File: src/rtl/bcd_display_pkg.sv
// Shared constants and state encoding for the BCD decimal display path.
package bcd_display_pkg;

   localparam int BCD_W   = 4;
   localparam int DEC_W   = 10;
   localparam int BCD_MAX = 9;

   // The controller only leaves IDLE on its first frame and returns only through reset.
   typedef enum logic [0:0] {
      IDLE = 1'b0,
      SCAN = 1'b1
   } scan_state_e;

endpackage : bcd_display_pkg

File: src/rtl/bcd_to_onehot10.sv
// BCD 8421 digit to 1-of-10 decimal line decoder; codes 10..15 produce no line.
module bcd_to_onehot10
   import bcd_display_pkg::*;
(
   input  logic [BCD_W-1:0] bcd,
   output logic [DEC_W-1:0] dec,
   output logic             valid
);

   // Decode a legal digit to its line; an illegal code leaves all lines dark.
   always_comb begin
      dec   = {DEC_W{1'b0}};
      valid = 1'b0;
      if (bcd <= BCD_W'(BCD_MAX)) begin
         dec   = DEC_W'(10'b00_0000_0001) << bcd;
         valid = 1'b1;
      end else begin
         dec   = {DEC_W{1'b0}};
         valid = 1'b0;
      end
   end

endmodule : bcd_to_onehot10

File: src/rtl/bcd_decimal_scan_controller.sv
// Time-multiplexed scan controller: double-buffered BCD frame, prescaled digit
// index, one-hot decimal decode and registered column/line drive.
module bcd_decimal_scan_controller
   import bcd_display_pkg::*;
#(
   parameter int NUM_DIGITS = 4,
   parameter int SCAN_DIV   = 1000
) (
   input  logic                        clk,
   input  logic                        rst_n,
   input  logic                        load_valid,
   output logic                        load_ready,
   input  logic [BCD_W*NUM_DIGITS-1:0] load_data,
   input  logic                        blank_en,
   output logic [NUM_DIGITS-1:0]       digit_sel,
   output logic [DEC_W-1:0]            dec_out,
   output logic                        digit_err,
   output logic                        frame_done
);

   localparam int PRESC_W = $clog2(SCAN_DIV);
   localparam int IDX_W   = $clog2(NUM_DIGITS);

   scan_state_e                  state_r;
   logic [BCD_W*NUM_DIGITS-1:0]  active_r;
   logic [BCD_W*NUM_DIGITS-1:0]  pending_r;
   logic                         pending_valid_r;
   logic [PRESC_W-1:0]           presc_r;
   logic [IDX_W-1:0]             index_r;

   logic [NUM_DIGITS-1:0]        digit_sel_r;
   logic [DEC_W-1:0]             dec_out_r;
   logic                         digit_err_r;
   logic                         frame_done_r;

   logic                         xfer_s;
   logic                         term_s;
   logic                         last_s;
   logic                         wrap_s;
   logic [BCD_W-1:0]             digit_s;
   logic [NUM_DIGITS-1:0]        sel_s;
   logic [DEC_W-1:0]             dec_s;
   logic                         valid_s;

   assign load_ready = ~pending_valid_r;
   assign xfer_s     = load_valid & ~pending_valid_r;
   assign term_s     = (presc_r == PRESC_W'(SCAN_DIV - 1));
   assign last_s     = (index_r == IDX_W'(NUM_DIGITS - 1));
   assign wrap_s     = (state_r == SCAN) & term_s & last_s;

   assign digit_sel  = digit_sel_r;
   assign dec_out    = dec_out_r;
   assign digit_err  = digit_err_r;
   assign frame_done = frame_done_r;

   // Select the active digit and column for the current index.
   always_comb begin
      digit_s = {BCD_W{1'b0}};
      sel_s   = {NUM_DIGITS{1'b0}};
      for (int k = 0; k < NUM_DIGITS; k++) begin
         if (index_r == IDX_W'(k)) begin
            digit_s  = active_r[k*BCD_W +: BCD_W];
            sel_s[k] = 1'b1;
         end else begin
            sel_s[k] = 1'b0;
         end
      end
   end

   bcd_to_onehot10 u_decode (
      .bcd   (digit_s),
      .dec   (dec_s),
      .valid (valid_s)
   );

   // Frame buffering, prescaler and scan index; new data only lands on a frame wrap.
   always_ff @(posedge clk or negedge rst_n) begin
      if (!rst_n) begin
         state_r         <= IDLE;
         active_r        <= '0;
         pending_r       <= '0;
         pending_valid_r <= 1'b0;
         presc_r         <= '0;
         index_r         <= '0;
         frame_done_r    <= 1'b0;
      end else begin
         frame_done_r <= 1'b0;
         case (state_r)
            IDLE: begin
               presc_r <= '0;
               if (xfer_s) begin
                  active_r <= load_data;
                  index_r  <= '0;
                  state_r  <= SCAN;
               end
            end
            SCAN: begin
               if (term_s) begin
                  presc_r <= '0;
                  index_r <= last_s ? '0 : index_r + IDX_W'(1);
               end else begin
                  presc_r <= presc_r + PRESC_W'(1);
               end
               if (wrap_s) begin
                  frame_done_r <= 1'b1;
                  if (pending_valid_r) begin
                     active_r        <= pending_r;
                     pending_valid_r <= 1'b0;
                  end else if (xfer_s) begin
                     active_r <= load_data;
                  end
               end else if (xfer_s) begin
                  pending_r       <= load_data;
                  pending_valid_r <= 1'b1;
               end
            end
            default: begin
               state_r <= IDLE;
            end
         endcase
      end
   end

   // Registered column/line drive, one cycle behind index and active frame.
   always_ff @(posedge clk or negedge rst_n) begin
      if (!rst_n) begin
         digit_sel_r <= '0;
         dec_out_r   <= '0;
         digit_err_r <= 1'b0;
      end else if (state_r == SCAN) begin
         digit_sel_r <= blank_en ? {NUM_DIGITS{1'b0}} : sel_s;
         dec_out_r   <= blank_en ? {DEC_W{1'b0}} : dec_s;
         digit_err_r <= ~valid_s;
      end else begin
         digit_sel_r <= '0;
         dec_out_r   <= '0;
         digit_err_r <= 1'b0;
      end
   end

endmodule : bcd_decimal_scan_controller
File: config.mk
export PLATFORM = sky130hd
export DESIGN_NAME = bcd_decimal_scan_controller
export DESIGN_NICKNAME = d
export VERILOG_FILES = /design/src/rtl/bcd_display_pkg.sv /design/src/rtl/bcd_to_onehot10.sv /design/src/rtl/bcd_decimal_scan_controller.sv
export SDC_FILE = /design/constraint.sdc
export NUM_CORES = 1
export LEC_CHECK = 0
export BUFFER_PORTS_ARGS = -buffer_cell sky130_fd_sc_hd__buf_2
export CAP_MARGIN = 15
export CORE_MARGIN = 5
export CORE_UTILIZATION = 25
export CTS_CLUSTER_DIAMETER = 80
export CTS_CLUSTER_SIZE = 12
export DETAILED_ROUTE_END_ITERATION = 16
export PLACE_DENSITY = 0.43
export SYNTH_ARGS = -nofsm -noshare
export SYNTH_HDL_FRONTEND = slang
export SYNTH_HIERARCHICAL = 1
export SYNTH_SLANG_ARGS = --single-unit
export TNS_END_PERCENT = 10
File: constraint.sdc
create_clock -name clk -period 1.9 [get_ports clk]
set_input_delay 0.57 -clock clk [delete_from_list [all_inputs] [get_ports clk]]
set_output_delay 0.57 -clock clk [all_outputs]
set_load 0.02 [all_outputs]
* Yosys cells after proc, flatten, opt, wreduce, memory -nomap -nowiden
Cells that the tools add are included.
** Word-level totals
- Register bits after elaboration :: 62
- Input port bits :: 20
- Output and inout port bits :: 17
- Word-level logic and storage cells :: 64
** Operators by class
- Add/subtract/negate cells :: 2
- Order comparisons :: 1
- Eq/ne operators :: 7
- Shifts and indexed selects :: 1
- Multiplexer cells :: 31
- Bitwise operators :: 7
- Reductions and logical operators :: 5
** Operators by type and width (count)
- 16-bit 2-to-1 mux :: 3
- 10-bit 2-to-1 mux :: 4
- 16-bit one-hot mux with 2 select lines :: 1
- 4-bit 2-to-1 mux :: 6
- 10-bit one-hot mux with 2 select lines :: 1
- 1-bit 2-to-1 mux :: 12
- 10-bit by 1-bit adder with 10-bit output (second input constant) :: 1
- 10-bit == test (second input constant) :: 1
- 1-bit by 4-bit << shifter with 10-bit output (first input constant) :: 1
- 2-bit 2-to-1 mux :: 3
- 2-bit == test (second input constant) :: 2
- 4-bit less-or-equal comparator (second input constant) :: 1
- 2-bit by 1-bit != test with 1-bit output (second input constant) :: 2
- 1-bit NOT :: 4
- 2-bit one-hot mux with 2 select lines :: 1
- 2-bit AND reduction :: 2
- 1-bit bitwise AND :: 3
- 3-bit AND reduction :: 1
- 2-bit by 1-bit adder with 2-bit output (second input constant) :: 1
- 2-bit by 1-bit == test with 1-bit output (second input constant) :: 1
- 2-bit zero test :: 1
- 2-bit != test (second input constant) :: 1
- 2-bit nonzero test :: 1

* Logic depth before layout (Yosys ltp)
- Word-level depth :: 9
- Mapped depth :: 8
- Depth with buffers taken out :: 7

* By module
The synthesis kept the hierarchy.
** By module, submodules not included
- bcd_decimal_scan_controller :: instances 1, cells each 237, area an instance 2826.5 um^2, sequential area each 1551.5 um^2
- bcd_to_onehot10 :: instances 1, cells each 15, area an instance 172.7 um^2, sequential area each 0.0 um^2

* Least setup slack after synthesis
OpenSTA, ideal clock, no wires.
- Kind :: register -> register
- Start :: register index_r[0]
- End :: register dec_out_r[5] (netlist: dec_out[5])
- Setup time :: 0.119 ns
- Arrival time :: 1.723 ns
- Data required time :: 1.781 ns
- Setup slack :: 0.058 ns
- Cell stages (with the launch flop) :: 9
- Path buffers :: 1
- Period minus slack after synthesis :: 1.842 ns
- Cell sequence :: dfrtp_1 inv_1 ha_1 nor2b_1 a221oi_1 o31ai_1 buf_6 and4bb_2 and2_1
** On the way
- Cells in the longest elaborated chain, start to end :: 9
- Elaborated cells between the ends (all ways) :: 13
- Classes of those cells :: 1 x order compare; 3 x eq/ne; 1 x shift; 7 x mux; 1 x reduce/logical
** Ends and longest elaborated chain
- from (decl) :: RTL line bcd_decimal_scan_controller.sv:29 : logic [IDX_W-1:0] index_r;
- from (signal assigned) :: RTL line bcd_decimal_scan_controller.sv:100 : index_r <= last_s ? '0 : index_r + IDX_W'(1);
- 2-bit zero test :: RTL line bcd_decimal_scan_controller.sv:61 : if (index_r == IDX_W'(k)) begin
- 4-bit 2-to-1 mux (3 in series) :: RTL line bcd_decimal_scan_controller.sv:61
- 4-bit 2-to-1 mux * :: RTL line bcd_decimal_scan_controller.sv:61
- named net digit_s[3] :: RTL line bcd_decimal_scan_controller.sv:40 : logic [BCD_W-1:0] digit_s;
- 4-bit less-or-equal comparator / 1-bit by 4-bit << shifter with 10-bit output (equally long branches) :: RTL line bcd_to_onehot10.sv:14, bcd_to_onehot10.sv:15
- 10-bit 2-to-1 mux * :: RTL line bcd_to_onehot10.sv:14 : if (bcd <= BCD_W'(BCD_MAX)) begin
- named net dec_s[5] :: RTL line bcd_decimal_scan_controller.sv:42 : logic [DEC_W-1:0] dec_s;
- 10-bit 2-to-1 mux * :: RTL line bcd_decimal_scan_controller.sv:132 : dec_out_r <= blank_en ? {DEC_W{1'b0}} : dec_s;
- 10-bit 2-to-1 mux * :: RTL line bcd_decimal_scan_controller.sv:130 : end else if (state_r == SCAN) begin
- to (signal assigned) :: RTL line bcd_decimal_scan_controller.sv:132
- to (decl) :: RTL line bcd_decimal_scan_controller.sv:32 : logic [DEC_W-1:0] dec_out_r;
Mark *: on every way through the listed nets, which the timed path passes. The rest lies on a longest branch.
A chain may end at the register's enable or synchronous reset.

* Worst setup path after layout
- Start :: register index_r[0]
- End :: register pending_r[15]
** On the way
- Cells in the longest elaborated chain, start to end :: 4
** Ends and longest elaborated chain
- 2-bit == test :: RTL line bcd_decimal_scan_controller.sv:48 : assign last_s = (index_r == IDX_W'(NUM_DIGITS - 1));
- 1-bit bitwise AND :: RTL line bcd_decimal_scan_controller.sv:49 : assign wrap_s = (state_r == SCAN) & term_s & last_s;
- 1-bit NOT (no source line)
- 3-bit AND reduction (no source line)
- to (signal assigned) :: RTL line bcd_decimal_scan_controller.sv:113 : pending_r <= load_data;
- to (decl) :: RTL line bcd_decimal_scan_controller.sv:26 : logic [BCD_W*NUM_DIGITS-1:0] pending_r;
Every way passes these cells.

==> results.py <==
metrics = {
    "run_status": {
        "status": "finished with violations",
        "violations": "setup timing",
    },
    "yosys": {
        "yosys_most_used_dff": "dfrtp_1",
        "synthCells": 252,
        "syn_area_per_cell_um2": 11.9,
        "ys_ff_latch": 62,
        "synthArstFlopShare": 1.00,
        "syn_nets": 277,
        "yosysWarnings": 6,
        "synth_top_area_frac": 0.517,
        "ys_seq_area_frac": 0.517,
        "synth.area.top_cells": "dfrtp_1 52%, mux2_4 5.0%, a32oi_1 4.7%, and2_1 3.3%, o22ai_1 3.3%",
        "netlist_area_um2": 3000,
        "synth-edff-count": 0,
        "yosysTopAreaCell": "dfrtp_1",
        "yosysUniqueCellTypes": 46,
    },
    "critical_path": {
        "crit_arrival_ps": 2140,
        "cp_slowest_cell": "dfrtp_2",
        "crit_type": "reg -> reg",
        "worst_path_dominant_cell_family": "flip-flops",
        "r2r_slack_ps": -30,
        "timing.rr.start": "index_r[0]",
        "end_kind": "flip-flop",
        "cp_cell_sequence": "ha_2, nand2b_1, o311a_1, buf_12, mux2_4",
        "worst-path-buf-inv": 1,
        "r2r_end": "pending_r[15]",
        "cp_max_fo": 16,
        "worstPathRequired_ps": 2110,
        "cp-start-kind": "flip-flop",
        "slowest_delay_ps": 440,
        "reg2regPathDepth": 5,
    },
    "cts": {
        "tritoncts": "built",
        "cts.sinks": 62,
        "clk_path_buf_depth": 2,
        "h-tree-depth": 3,
        "ctsHoldBuffers": 0,
        "cts_root_buf": "clkbuf_16",
        "clock_latency_ps": 330,
        "cts.reportedPaths.clkPinSlew_ps": 50,
        "cts_buffers": 9,
    },
    "detailed_routing": {
        "m1WireLength_um": 3460,
        "drcViolationCount": 0,
        "wl_met2_um": 3090,
        "wl_met3_um": 323,
        "postRouteAntennaNets": 0,
        "wl_per_cell_um": 15.3,
        "drt_first_pass_iters": 4,
        "via_per_inst": 4.68,
        "vias": 2146,
        "dr.max_layer_used": "met4",
        "drtIter0Drc": 85,
        "wl_um": 7040,
    },
    "die": {
        "rows": 40,
        "die_area_um2": 14300,
        "boundaryPins": 37,
        "start_util": 0.253,
        "core-area_um2": 11900,
        "fp.dieH_um": 120,
        "fp.dieW_um": 120,
    },
    "layout": {
        "antenna_cells": 0,
        "fin_cells": 459,
        "fin_nets": 332,
        "drive_gt1_frac": 0.391,
        "num-fill-cells": 1200,
        "finalInstanceArea_um2": 3840,
        "areaGrowthSynthToFinish_pct": 28.0,
    },
    "job": {
        "drv_cap": 0,
    },
    "global_routing": {
        "track_usage": 0.103,
        "grt_overflow": 0,
        "antenna_found_initial": 0,
        "grt_pass1_wl_um": 11800,
        "grt_max_degree": 51,
        "grt_pass1_vias": 2250,
    },
    "place": {
        "gp_congestion": 0.739,
        "dp_cells": 438,
        "dp_hpwl_um": 4740,
        "io_buffers": 36,
        "dp_slack_ps": -111,
        "place_area_um2": 3430,
    },
    "timing": {
        "max_freq_mhz": 519,
        "min_period_ps": 1930,
        "worst_clock_skew_ps": 3.44,
        "slew_violations": 0,
        "timing.final.crit_share": 1.01,
        "tightest_slew_ps": 664,
        "setup-tns-final_ps": -333,
        "setup_viol": 16,
        "hold_viol": 0,
        "rsz0062_at_grt": "true",
        "layout_setup_ws_ps": -26.5,
        "max_slew_margin": 0.556,
    },
    "power_and_ir_drop": {
        "power_w": 0.00472,
        "p_leak_nw": 1.75,
        "power_density_nw_per_um2": 1230,
        "vdd_drop_max_mv": 0.462,
    },
    "min_path": {
        "hold_class": "in -> async",
    },
}
-- cells in the mapped netlist (2+ instances only) --
cell,n
dfrtp_1,62
buf_2,3
and3_1,2
or3_1,5
buf_4,2
o311ai_0,2
inv_1,20
xor2_1,2
a221oi_1,3
and4bb_2,4
o211ai_1,2
a32oi_1,16
o31ai_1,7
nand3_1,3
nor2_1,2
nand2_1,8
clkbuf_1,8
ha_1,5
buf_6,3
nor4b_2,4
mux2_4,10
nand2b_1,4
o21ai_0,4
and2_1,16
nor2b_1,8
a21oi_1,6
mux2_2,6
or4_1,2
o22ai_1,16
-- report_power, final --
part | internal (W) | switching, W | total [W]
Sequential | 0.00156 | 0.000168 | 0.00172
Clock | 0.000979 | 0.000569 | 0.00155
Combinational | 0.000718 | 0.000728 | 0.00145
Total | 0.00325 | 0.00147 | 0.00472
-- how the worst max path moves through the flow --
stage | startpoint | depth (start not counted) | slack (ps) | end
after floorplan | index_r[0] | 8 | 60 | dec_out[5]
after global placement | index_r[0] | 5 | -70 | pending_r[10]
after detailed placement | index_r[0] | 8 | -110 | dec_out[5]
after CTS | index_r[1] | 8 | -20 | dec_out[5]
after global routing | index_r[0] | 8 | -130 | dec_out[6]
final | index_r[0] | 5 | -30 | pending_r[15]
-- placed cells by master (no fill, tap or decap), types with 3 or more instances in the layout --
| cell | n |
|---|---|
| clkbuf_8 | 3 |
| buf_2 | 38 |
| and4bb_2 | 4 |
| nor4b_2 | 4 |
| nand2_1 | 8 |
| nor2b_1 | 7 |
| mux2_2 | 6 |
| o21ai_0 | 4 |
| buf_4 | 22 |
| mux2_4 | 10 |
| o31ai_2 | 4 |
| dfrtp_1 | 61 |
| a21oi_1 | 6 |
| and2_1 | 16 |
| clkbuf_16 | 9 |
| o31ai_1 | 4 |
| o22ai_1 | 16 |
| clkinv_2 | 4 |
| inv_1 | 18 |
| nand3_1 | 3 |
| nand2b_1 | 4 |
| or3_1 | 5 |
| a32oi_1 | 16 |
-- cells by family after synthesis --
| family | after synthesis | share of synthesized area |
|---|---|---|
| xor+xnor | 3 | 0.00876 |
| mux | 16 | 0.0726 |
| buf+inv | 38 | 0.0642 |
| flops | 62 | 0.517 |
| fa+ha+maj | 5 | 0.0209 |
| compound gates | 61 | 0.150 |
| simple gates | 67 | 0.166 |
-- metrics by stage --
stage,utilization,hold WS (ps)
floorplan,-,274
global placement,0.289,451
detailed placement,0.289,454
CTS,0.316,153
global route,0.324,176
finish,0.324,146
-- state kept, by name, indices dropped and copies added (netlist names) --
signal	cells
dec_out	10
digit_sel	4
digit_err	1
index_r	2
active_r	16
presc_r	10
pending_r	16
pending_valid_r	1
state_r	1
frame_done	1
-- per-layer routing --
layer / up-vias / track usage
met5: - / 0
li1: 1042 / -
met2: 48 / 0.148
met3: 11 / 0.0245
met4: 0 / 0.0594
met1: 1045 / 0.140
-- final cells by class --
type,count,area (um^2),share of cell area
Multi-Input combinational cell,152,1340,0.350
Clock buffer,12,267,0.0694
Sequential cell,62,1550,0.404
Inverter,20,77.6,0.0202
Tap cell,147,184,0.0479
Clock inverter,4,20.0,0.00522
Timing Repair Buffer,62,395,0.103
-- repair_timing --
item,CTS,global route
buffers inserted,1,1
resized for setup,8,16
endpoints found under the setup margin,37,43
pin swaps,0,3
gates cloned,0,3
No activity file was read; power rests on OpenSTA's default activity.
